[config.mk]
export PLATFORM = sky130hd
export DESIGN_NAME = z80_bus_bridge_flat
export DESIGN_NICKNAME = d
export VERILOG_FILES = /design/src/rtl/z80_bus_bridge_if.sv /design/src/rtl/z80_bus_bridge.sv /design/src/flat_wrapper.sv
export SDC_FILE = /design/constraint.sdc
export NUM_CORES = 1
export LEC_CHECK = 0
export CORE_ASPECT_RATIO = 0.7
export CORE_MARGIN = 1
export CORE_UTILIZATION = 46
export DETAILED_ROUTE_END_ITERATION = 8
export PLACE_DENSITY = 0.88
export SLEW_MARGIN = 15
export SYNTH_ARGS = -nofsm -noshare
export SYNTH_HDL_FRONTEND = slang
export SYNTH_SLANG_ARGS = --single-unit
[constraint.sdc]
create_clock -name clk -period 4.65 [get_ports clk]
set_input_delay 0.93 -clock clk [delete_from_list [all_inputs] [get_ports clk]]
set_output_delay 0.93 -clock clk [all_outputs]
set_load 0.02 [all_outputs]
[src/rtl/z80_bus_bridge_if.sv]
// z80_bus_bridge_if
// Memory and I/O request/acknowledge ports of the Z80 bus bridge.
// The bridge drives requests through the master modport; the memory and
// I/O subsystems answer through the slave modport.
interface z80_bus_bridge_if;
    logic        mem_req;
    logic        mem_we;
    logic [15:0] mem_addr;
    logic [7:0]  mem_wdata;
    logic [7:0]  mem_rdata;
    logic        mem_ack;

    logic        io_req;
    logic        io_we;
    logic [7:0]  io_addr;
    logic [7:0]  io_wdata;
    logic [7:0]  io_rdata;
    logic        io_ack;

    modport master (
        output mem_req, mem_we, mem_addr, mem_wdata,
        input  mem_rdata, mem_ack,
        output io_req, io_we, io_addr, io_wdata,
        input  io_rdata, io_ack
    );

    modport slave (
        input  mem_req, mem_we, mem_addr, mem_wdata,
        output mem_rdata, mem_ack,
        input  io_req, io_we, io_addr, io_wdata,
        output io_rdata, io_ack
    );
endinterface

[src/rtl/z80_bus_bridge.sv]
// z80_bus_bridge
// Turns the registered strobes of a cen-gated Z80 core into level req/ack
// transactions on separate memory and I/O ports. wait_n is held low from the
// clk after a cycle starts until the transaction has been acknowledged and
// the minimum number of wait states (cen ticks) has elapsed. Read data or the
// IM2 vector is returned on di and held until the next read or INTA.
//
// Optional feature macro: BUS_TIMEOUT_EN
//   defined   - a pending req is abandoned after TIMEOUT_CYC clk, bus_tmo
//               pulses and a read returns 8'hFF.
//   undefined - no timeout; bus_tmo is tied low and a missing ack stalls.
module z80_bus_bridge #(
    parameter int unsigned MEM_WS      = 1,
    parameter int unsigned IO_WS       = 1,
    parameter int unsigned TIMEOUT_CYC = 255
) (
    input  logic             clk,
    input  logic             reset_n,
    input  logic             cen,
    input  logic             m1_n,
    input  logic             mreq_n,
    input  logic             iorq_n,
    input  logic             rd_n,
    input  logic             wr_n,
    input  logic [15:0]      A,
    input  logic [7:0]       dout,
    output logic [7:0]       di,
    output logic             wait_n,
    input  logic [7:0]       int_vec,
    output logic             bus_tmo,
    z80_bus_bridge_if.master bus
);

    localparam logic [2:0] IDLE   = 3'd0;
    localparam logic [2:0] MEM    = 3'd1;
    localparam logic [2:0] IO     = 3'd2;
    localparam logic [2:0] INTA   = 3'd3;
    localparam logic [2:0] WAITWS = 3'd4;
    localparam logic [2:0] HOLD   = 3'd5;

    localparam logic [3:0]  MEM_WS_L = 4'(MEM_WS);
    localparam logic [3:0]  IO_WS_L  = 4'(IO_WS);
    localparam logic [15:0] TMO_LAST = 16'(TIMEOUT_CYC - 1);

    logic [2:0] state;
    logic [3:0] ws_cnt;
    logic       is_io;
    logic       is_rd;

    logic       start_mem;
    logic       start_io;
    logic       start_inta;
    logic       cpu_idle;
    logic [3:0] ws_min;
    logic       ws_done;
    logic       in_xfer;
    logic       xfer_ack;
    logic       tmo_fire;

    // Bus cycle decode from the raw CPU strobes. A refresh cycle (mreq_n low
    // with neither rd_n nor wr_n) matches none of these and is ignored.
    assign start_mem  = !mreq_n && (!rd_n || !wr_n);
    assign start_io   = !iorq_n && m1_n && (!rd_n || !wr_n);
    assign start_inta = !iorq_n && !m1_n;

    // The CPU has left the bus cycle that was just served; until then the
    // bridge must not re-arm or the same cycle would be issued twice.
    assign cpu_idle = rd_n && wr_n && (iorq_n || m1_n);

    // INTA shares the memory wait-state minimum.
    assign ws_min  = is_io ? IO_WS_L : MEM_WS_L;
    assign ws_done = (ws_cnt >= ws_min);

    assign in_xfer  = (state == MEM) || (state == IO);
    assign xfer_ack = ((state == MEM) && bus.mem_ack) || ((state == IO) && bus.io_ack);

`ifdef BUS_TIMEOUT_EN
    logic [15:0] tmo_cnt;

    // Count clk cycles while a request is outstanding; cleared outside transfers.
    always_ff @(posedge clk) begin
        if (!reset_n) begin
            tmo_cnt <= 16'd0;
        end else if (in_xfer) begin
            tmo_cnt <= tmo_cnt + 16'd1;
        end else begin
            tmo_cnt <= 16'd0;
        end
    end

    // A real ack in the same clk as the limit wins over the timeout.
    assign tmo_fire = in_xfer && !xfer_ack && (tmo_cnt == TMO_LAST);

    // One-clk timeout pulse, aligned with the clk on which req drops.
    always_ff @(posedge clk) begin
        if (!reset_n) begin
            bus_tmo <= 1'b0;
        end else begin
            bus_tmo <= tmo_fire;
        end
    end
`else
    logic unused_tmo;

    assign tmo_fire   = 1'b0;
    assign bus_tmo    = 1'b0;
    assign unused_tmo = ^TMO_LAST;
`endif

    // Wait-state counter: cen ticks since entry into MEM/IO/INTA, saturating at 15.
    always_ff @(posedge clk) begin
        if (!reset_n) begin
            ws_cnt <= 4'd0;
        end else if (state == IDLE) begin
            ws_cnt <= 4'd0;
        end else if ((state != HOLD) && cen && (ws_cnt != 4'hF)) begin
            ws_cnt <= ws_cnt + 4'd1;
        end
    end

    // Main bus-cycle sequencer: issue, await ack, stretch wait_n, then hold off re-issue.
    always_ff @(posedge clk) begin
        if (!reset_n) begin
            state         <= IDLE;
            di            <= 8'hFF;
            wait_n        <= 1'b1;
            is_io         <= 1'b0;
            is_rd         <= 1'b0;
            bus.mem_req   <= 1'b0;
            bus.mem_we    <= 1'b0;
            bus.mem_addr  <= 16'd0;
            bus.mem_wdata <= 8'd0;
            bus.io_req    <= 1'b0;
            bus.io_we     <= 1'b0;
            bus.io_addr   <= 8'd0;
            bus.io_wdata  <= 8'd0;
        end else begin
            case (state)
                IDLE: begin
                    // Write wins when rd_n and wr_n are both low.
                    if (start_mem) begin
                        state         <= MEM;
                        wait_n        <= 1'b0;
                        is_io         <= 1'b0;
                        is_rd         <= wr_n;
                        bus.mem_req   <= 1'b1;
                        bus.mem_we    <= !wr_n;
                        bus.mem_addr  <= A;
                        bus.mem_wdata <= dout;
                    end else if (start_io) begin
                        state        <= IO;
                        wait_n       <= 1'b0;
                        is_io        <= 1'b1;
                        is_rd        <= wr_n;
                        bus.io_req   <= 1'b1;
                        bus.io_we    <= !wr_n;
                        bus.io_addr  <= A[7:0];
                        bus.io_wdata <= dout;
                    end else if (start_inta) begin
                        state  <= INTA;
                        wait_n <= 1'b0;
                        is_io  <= 1'b0;
                        is_rd  <= 1'b0;
                        di     <= int_vec;
                    end
                end

                // When the wait-state minimum is already met at ack time the
                // release happens right away, so MEM_WS=0 gives zero waits.
                MEM: begin
                    if (bus.mem_ack || tmo_fire) begin
                        bus.mem_req <= 1'b0;
                        if (is_rd) begin
                            di <= bus.mem_ack ? bus.mem_rdata : 8'hFF;
                        end
                        if (ws_done) begin
                            wait_n <= 1'b1;
                            state  <= HOLD;
                        end else begin
                            state <= WAITWS;
                        end
                    end
                end

                IO: begin
                    if (bus.io_ack || tmo_fire) begin
                        bus.io_req <= 1'b0;
                        if (is_rd) begin
                            di <= bus.io_ack ? bus.io_rdata : 8'hFF;
                        end
                        if (ws_done) begin
                            wait_n <= 1'b1;
                            state  <= HOLD;
                        end else begin
                            state <= WAITWS;
                        end
                    end
                end

                INTA: begin
                    state <= WAITWS;
                end

                WAITWS: begin
                    if (ws_done) begin
                        wait_n <= 1'b1;
                        state  <= HOLD;
                    end
                end

                HOLD: begin
                    if (cpu_idle) begin
                        state <= IDLE;
                    end
                end

                default: begin
                    state  <= IDLE;
                    wait_n <= 1'b1;
                end
            endcase
        end
    end

endmodule

[src/flat_wrapper.sv]
// flat-port wrapper written by rule: the top's interface ports become plain ports
module z80_bus_bridge_flat 
#(
    parameter int unsigned MEM_WS      = 1,
    parameter int unsigned IO_WS       = 1,
    parameter int unsigned TIMEOUT_CYC = 255
)
  (clk, reset_n, cen, m1_n, mreq_n, iorq_n, rd_n, wr_n, A, dout, di, wait_n, int_vec, bus_tmo, bus_mem_req, bus_mem_we, bus_mem_addr, bus_mem_wdata, bus_mem_rdata, bus_mem_ack, bus_io_req, bus_io_we, bus_io_addr, bus_io_wdata, bus_io_rdata, bus_io_ack);
  z80_bus_bridge_if bus_i ();
  input  logic clk;
  input  logic reset_n;
  input  logic cen;
  input  logic m1_n;
  input  logic mreq_n;
  input  logic iorq_n;
  input  logic rd_n;
  input  logic wr_n;
  input  logic [15:0] A;
  input  logic [7:0] dout;
  output logic [7:0] di;
  output logic wait_n;
  input  logic [7:0] int_vec;
  output logic bus_tmo;
  output wire logic [$bits(bus_i.mem_req)-1:0] bus_mem_req;
  output wire logic [$bits(bus_i.mem_we)-1:0] bus_mem_we;
  output wire logic [$bits(bus_i.mem_addr)-1:0] bus_mem_addr;
  output wire logic [$bits(bus_i.mem_wdata)-1:0] bus_mem_wdata;
  input wire logic [$bits(bus_i.mem_rdata)-1:0] bus_mem_rdata;
  input wire logic [$bits(bus_i.mem_ack)-1:0] bus_mem_ack;
  output wire logic [$bits(bus_i.io_req)-1:0] bus_io_req;
  output wire logic [$bits(bus_i.io_we)-1:0] bus_io_we;
  output wire logic [$bits(bus_i.io_addr)-1:0] bus_io_addr;
  output wire logic [$bits(bus_i.io_wdata)-1:0] bus_io_wdata;
  input wire logic [$bits(bus_i.io_rdata)-1:0] bus_io_rdata;
  input wire logic [$bits(bus_i.io_ack)-1:0] bus_io_ack;
  assign bus_mem_req = bus_i.mem_req;
  assign bus_mem_we = bus_i.mem_we;
  assign bus_mem_addr = bus_i.mem_addr;
  assign bus_mem_wdata = bus_i.mem_wdata;
  assign bus_i.mem_rdata = bus_mem_rdata;
  assign bus_i.mem_ack = bus_mem_ack;
  assign bus_io_req = bus_i.io_req;
  assign bus_io_we = bus_i.io_we;
  assign bus_io_addr = bus_i.io_addr;
  assign bus_io_wdata = bus_i.io_wdata;
  assign bus_i.io_rdata = bus_io_rdata;
  assign bus_i.io_ack = bus_io_ack;
  z80_bus_bridge #(.MEM_WS(MEM_WS), .IO_WS(IO_WS), .TIMEOUT_CYC(TIMEOUT_CYC)) u_core (.clk(clk), .reset_n(reset_n), .cen(cen), .m1_n(m1_n), .mreq_n(mreq_n), .iorq_n(iorq_n), .rd_n(rd_n), .wr_n(wr_n), .A(A), .dout(dout), .di(di), .wait_n(wait_n), .int_vec(int_vec), .bus_tmo(bus_tmo), .bus(bus_i));
endmodule
==> impl_metrics.tcl <==
set metrics [dict create \
    startpoint_type "input port" \
    grt_antenna_before_repair 0 \
    status "finished clean" \
    timing.final.hold_violations 0 \
    die_height_um 65.85 \
    arithmetic_cell_share_of_the_synthesized_area_counting_full_adders_half_adders_and_majority_gates_pct 1.775 \
    worst_setup_path_end_kind "flip-flop" \
    max_freq_mhz 347.0 \
    clock_tree.buffer_depth 2 \
    buffer_ports.inserted 110 \
    largest_net_degree_at_the_start_of_global_routing 63 \
    synth_top_area_share_pct 45.59 \
    postCtsResizedCells 0 \
    row_count 22 \
    fraction_of_synthesized_area_in_multiplexers_pct 9.341 \
    clock_latency_ns 0.33 \
    grt_pass1_vias 2356 \
    path_cells "clkdlybuf4s50_1 -> a21oi_1 -> nand2_1 -> and4b_4 -> mux2i_1" \
    grt_remaining_overflow 0 \
    antenna_cells_inserted 0 \
    drc_errors 0 \
    critPathArrivalTime_ns 3.13 \
    mappedNetlistNets 364 \
    fp.coreArea_sq_um 5423 \
    ant_nets 0 \
    synth_cell_type_count 52 \
    synth-seq-cells 61 \
    cts_setup_buffers 0 \
    ys_async_sr_fraction_pct 0 \
    seqPwrFrac_pct 37.9 \
    hpwlAfterDp_mm 4.829 \
    timing_worst_setup_path_type "in -> reg" \
    compound_gate_portion_of_the_synthesized_area_pct 16.58 \
    post-route-period-util_pct 61.97 \
    worst_ep_required_time_ns 4.90 \
    dpl_worst_slack_ns 1.451 \
    synth_area_sq_um 2679 \
    first_iter_violations 111 \
    num_vias 2523 \
    post-route-min-period_ns 2.882 \
    routed_wirelength_mm 6.724 \
    worstPathMaxFanout 25 \
    synth.top_cells.by_area "sky130_fd_sc_hd__dfxtp_1 46%, sky130_fd_sc_hd__mux2i_1 9.3%, sky130_fd_sc_hd__nand2_1 7.6%, sky130_fd_sc_hd__a21oi_1 5.6%, sky130_fd_sc_hd__nor2_1 4.6%" \
    synth_enable_flop_cells 0 \
    drive_above_1_share_pct 6.112 \
    routed_wire_length_per_instance_um 13.98 \
    max_cap_violations 0 \
    synthSimpleGateAreaFrac_pct 19.80 \
    worst_path_dominant_cell_family "simple AND/OR/NAND/NOR gates" \
    yosys.area_share.xor_xnor_pct 1.308 \
    fp.dieArea_sq_um 6137 \
    fin_area_sq_um 3958 \
    via_per_inst 5.245 \
    slew_viol_final 0 \
    post-synth-top-area-cell "sky130_fd_sc_hd__dfxtp_1" \
    setup_ws_ns 1.768 \
    p_sw_share_pct 34.52 \
    rsz0062_at_grt "false" \
    num-fill-cells 412 \
    combinational_family_with_the_most_area_after_synthesis "simple AND/OR/NAND/NOR gates" \
    clockPowerShare_pct 25.9 \
    power.share.combinational_pct 36.2 \
    ctsRootBufferMaster "sky130_fd_sc_hd__clkbuf_8" \
    globalRouteTotalUtil_pct 22.77 \
    num-nets-final 465 \
    power_per_cell_area_nw_per_um2 451.0 \
    finish.utilization_pct 72.98 \
    dieWidth_um 93.21 \
    syn_inst_count 303 \
    yosysWarningCount 0 \
    crit_path_buffers_inverters 1 \
    routability_cong 0.8511 \
    area.growth.synth_to_final_pct 47.73 \
    synth.avg_cell_area_sq_um 8.841 \
    cts_hold_buf 0 \
    floorplan.initialDensity_pct 49.40 \
    final-setup-viol-count 0 \
    synth_sequential_area_ratio_pct 45.59 \
    numClockSinks 61 \
    htreeDepth 3 \
    clkSlewWorstSetupHoldPaths_ns 0.07 \
    tightestPinTransition_ns 1.079 \
    irDropWorstVdd_mv 0.2389 \
    timing.clock.skew_ns 0.007756 \
    cts_made_buffers 9 \
    io_pins 112 \
    internal-power_w 0.001169 \
    worst_path_largest_cell_delay_ns 0.66 \
    detailedRoute.firstPassIterationCount 4 \
    grt_first_pass_wirelength_mm 10.81 \
    switching_power_w 0.0006162 \
    hold_class "reg -> reg" \
    power_leakage_nw 1.437 \
    tritoncts_clock_tree "built" \
    dpl-instance-area_sq_um 3757 \
    cp_slowest_cell "sky130_fd_sc_hd__clkdlybuf4s50_1" \
    tns_ns 0 \
    timing.max_slew.rel_slack_pct 28.09 \
    ys.flop_type "sky130_fd_sc_hd__dfxtp_1" \
]
worst paths after layout:
path / start / to / slack, ns / depth (start not counted)
max: wr_n / u_core.di[2] / 1.77 / 5
min reg2reg: u_core.bus.mem_wdata[0] / u_core.bus.mem_wdata[0] / 0.46 / 2
max reg2reg: u_core.state[0] / u_core.bus.io_wdata[7] / 2.25 / 4
min: u_core.bus.mem_wdata[0] / u_core.bus.mem_wdata[0] / 0.46 / 2
synth_stat cells (all sizes together) (2+ instances only):
| cell | n |
|---|---|
| o211a | 2 |
| buf | 11 |
| nor3b | 2 |
| inv | 7 |
| clkbuf | 10 |
| o21ai | 4 |
| ha | 3 |
| and2 | 2 |
| a211oi | 10 |
| o2111ai | 3 |
| nor4 | 2 |
| a21oi | 30 |
| and4b | 2 |
| a22o | 8 |
| mux2i | 25 |
| nand2 | 54 |
| xor2 | 3 |
| nand3 | 4 |
| nand4 | 2 |
| nor2 | 34 |
| dfxtp | 61 |
layout by cell type (no fill, tap or decap), drive strengths merged, types with 4 or more instances in the layout:
cell,instances
mux2i,25
clkbuf,10
inv,7
a21oi,30
nor2,34
a22o,8
dfxtp,61
clkdlybuf4s50,110
o21ai,4
nand2,54
nand3,4
a211oi,10
power groups by stage:
stage                     sequential, W  combinational (W)  clock [W]
final                          0.000676           0.000646   0.000462
after global routing           0.000687           0.000708   0.000495
after CTS                      0.000674           0.000649   0.000471
after detailed placement       0.000685           0.000646          0
after global placement         0.000684           0.000634          0
after floorplan                0.000721           0.000382          0
worst min-delay path: stages, from the launching register on:
cell and delay [ns]:
sky130_fd_sc_hd__dfxtp_1 0.31, sky130_fd_sc_hd__nand2_1 0.05, sky130_fd_sc_hd__a21oi_1 0.05
state kept, by name (all words and copies together) (netlist names):
register,cells
u_core.bus.io_wdata,8
u_core.bus.mem_wdata,8
u_core.di,8
u_core.bus.mem_req,1
u_core.is_rd,1
u_core.bus.io_addr,8
u_core.bus.mem_addr,16
u_core.wait_n,1
u_core.bus.io_we,1
u_core.ws_cnt,4
u_core.bus.io_req,1
u_core.state,3
u_core.bus.mem_we,1
layer usage:
| layer | GRT usage [%] | up-vias | routed length [um] |
|---|---|---|---|
| li1 | - | 1265 | - |
| met1 | 28.56 | 1167 | 3177 |
| met2 | 38.14 | 84 | 3044 |
| met3 | 5.977 | 7 | 429 |
| met4 | 7.885 | 0 | 73 |
| met5 | 0 | - | 0 |
area by class of cell:
cell class	instances	area [sq um]	area share (%)
Sequential cell	61	1221	30.86
Inverter	7	26.28	0.6639
Clock buffer	10	137.6	3.478
Multi-Input combinational cell	214	1311	33.13
Tap cell	72	90.09	2.276
Timing Repair Buffer	111	1109	28.01
Clock inverter	6	62.56	1.581
per-stage QoR:
step,hold slack (ns),power (W),std cells
3_5_place_dp,0.4485,0.001331,465
4_1_cts,0.4582,0.001794,481
5_1_grt,0.4763,0.001890,481
3_3_place_gp,0.4414,0.001318,465
2_1_floorplan,0.4489,0.001103,303
6_report,0.4579,0.001785,481
cells by family (layout without fill, tap and decap cells):
group	count (synthesis)	after routing
DFF	61	61
muxes	25	25
adders and majority gates	4	4
xor gates and xnor gates	4	4
AOI/OAI and AO/OA	66	66
buffers and inverters	28	134
and+or+nand+nor	114	114
other	1	1
Note: power is estimated with default switching activity, not from simulation.
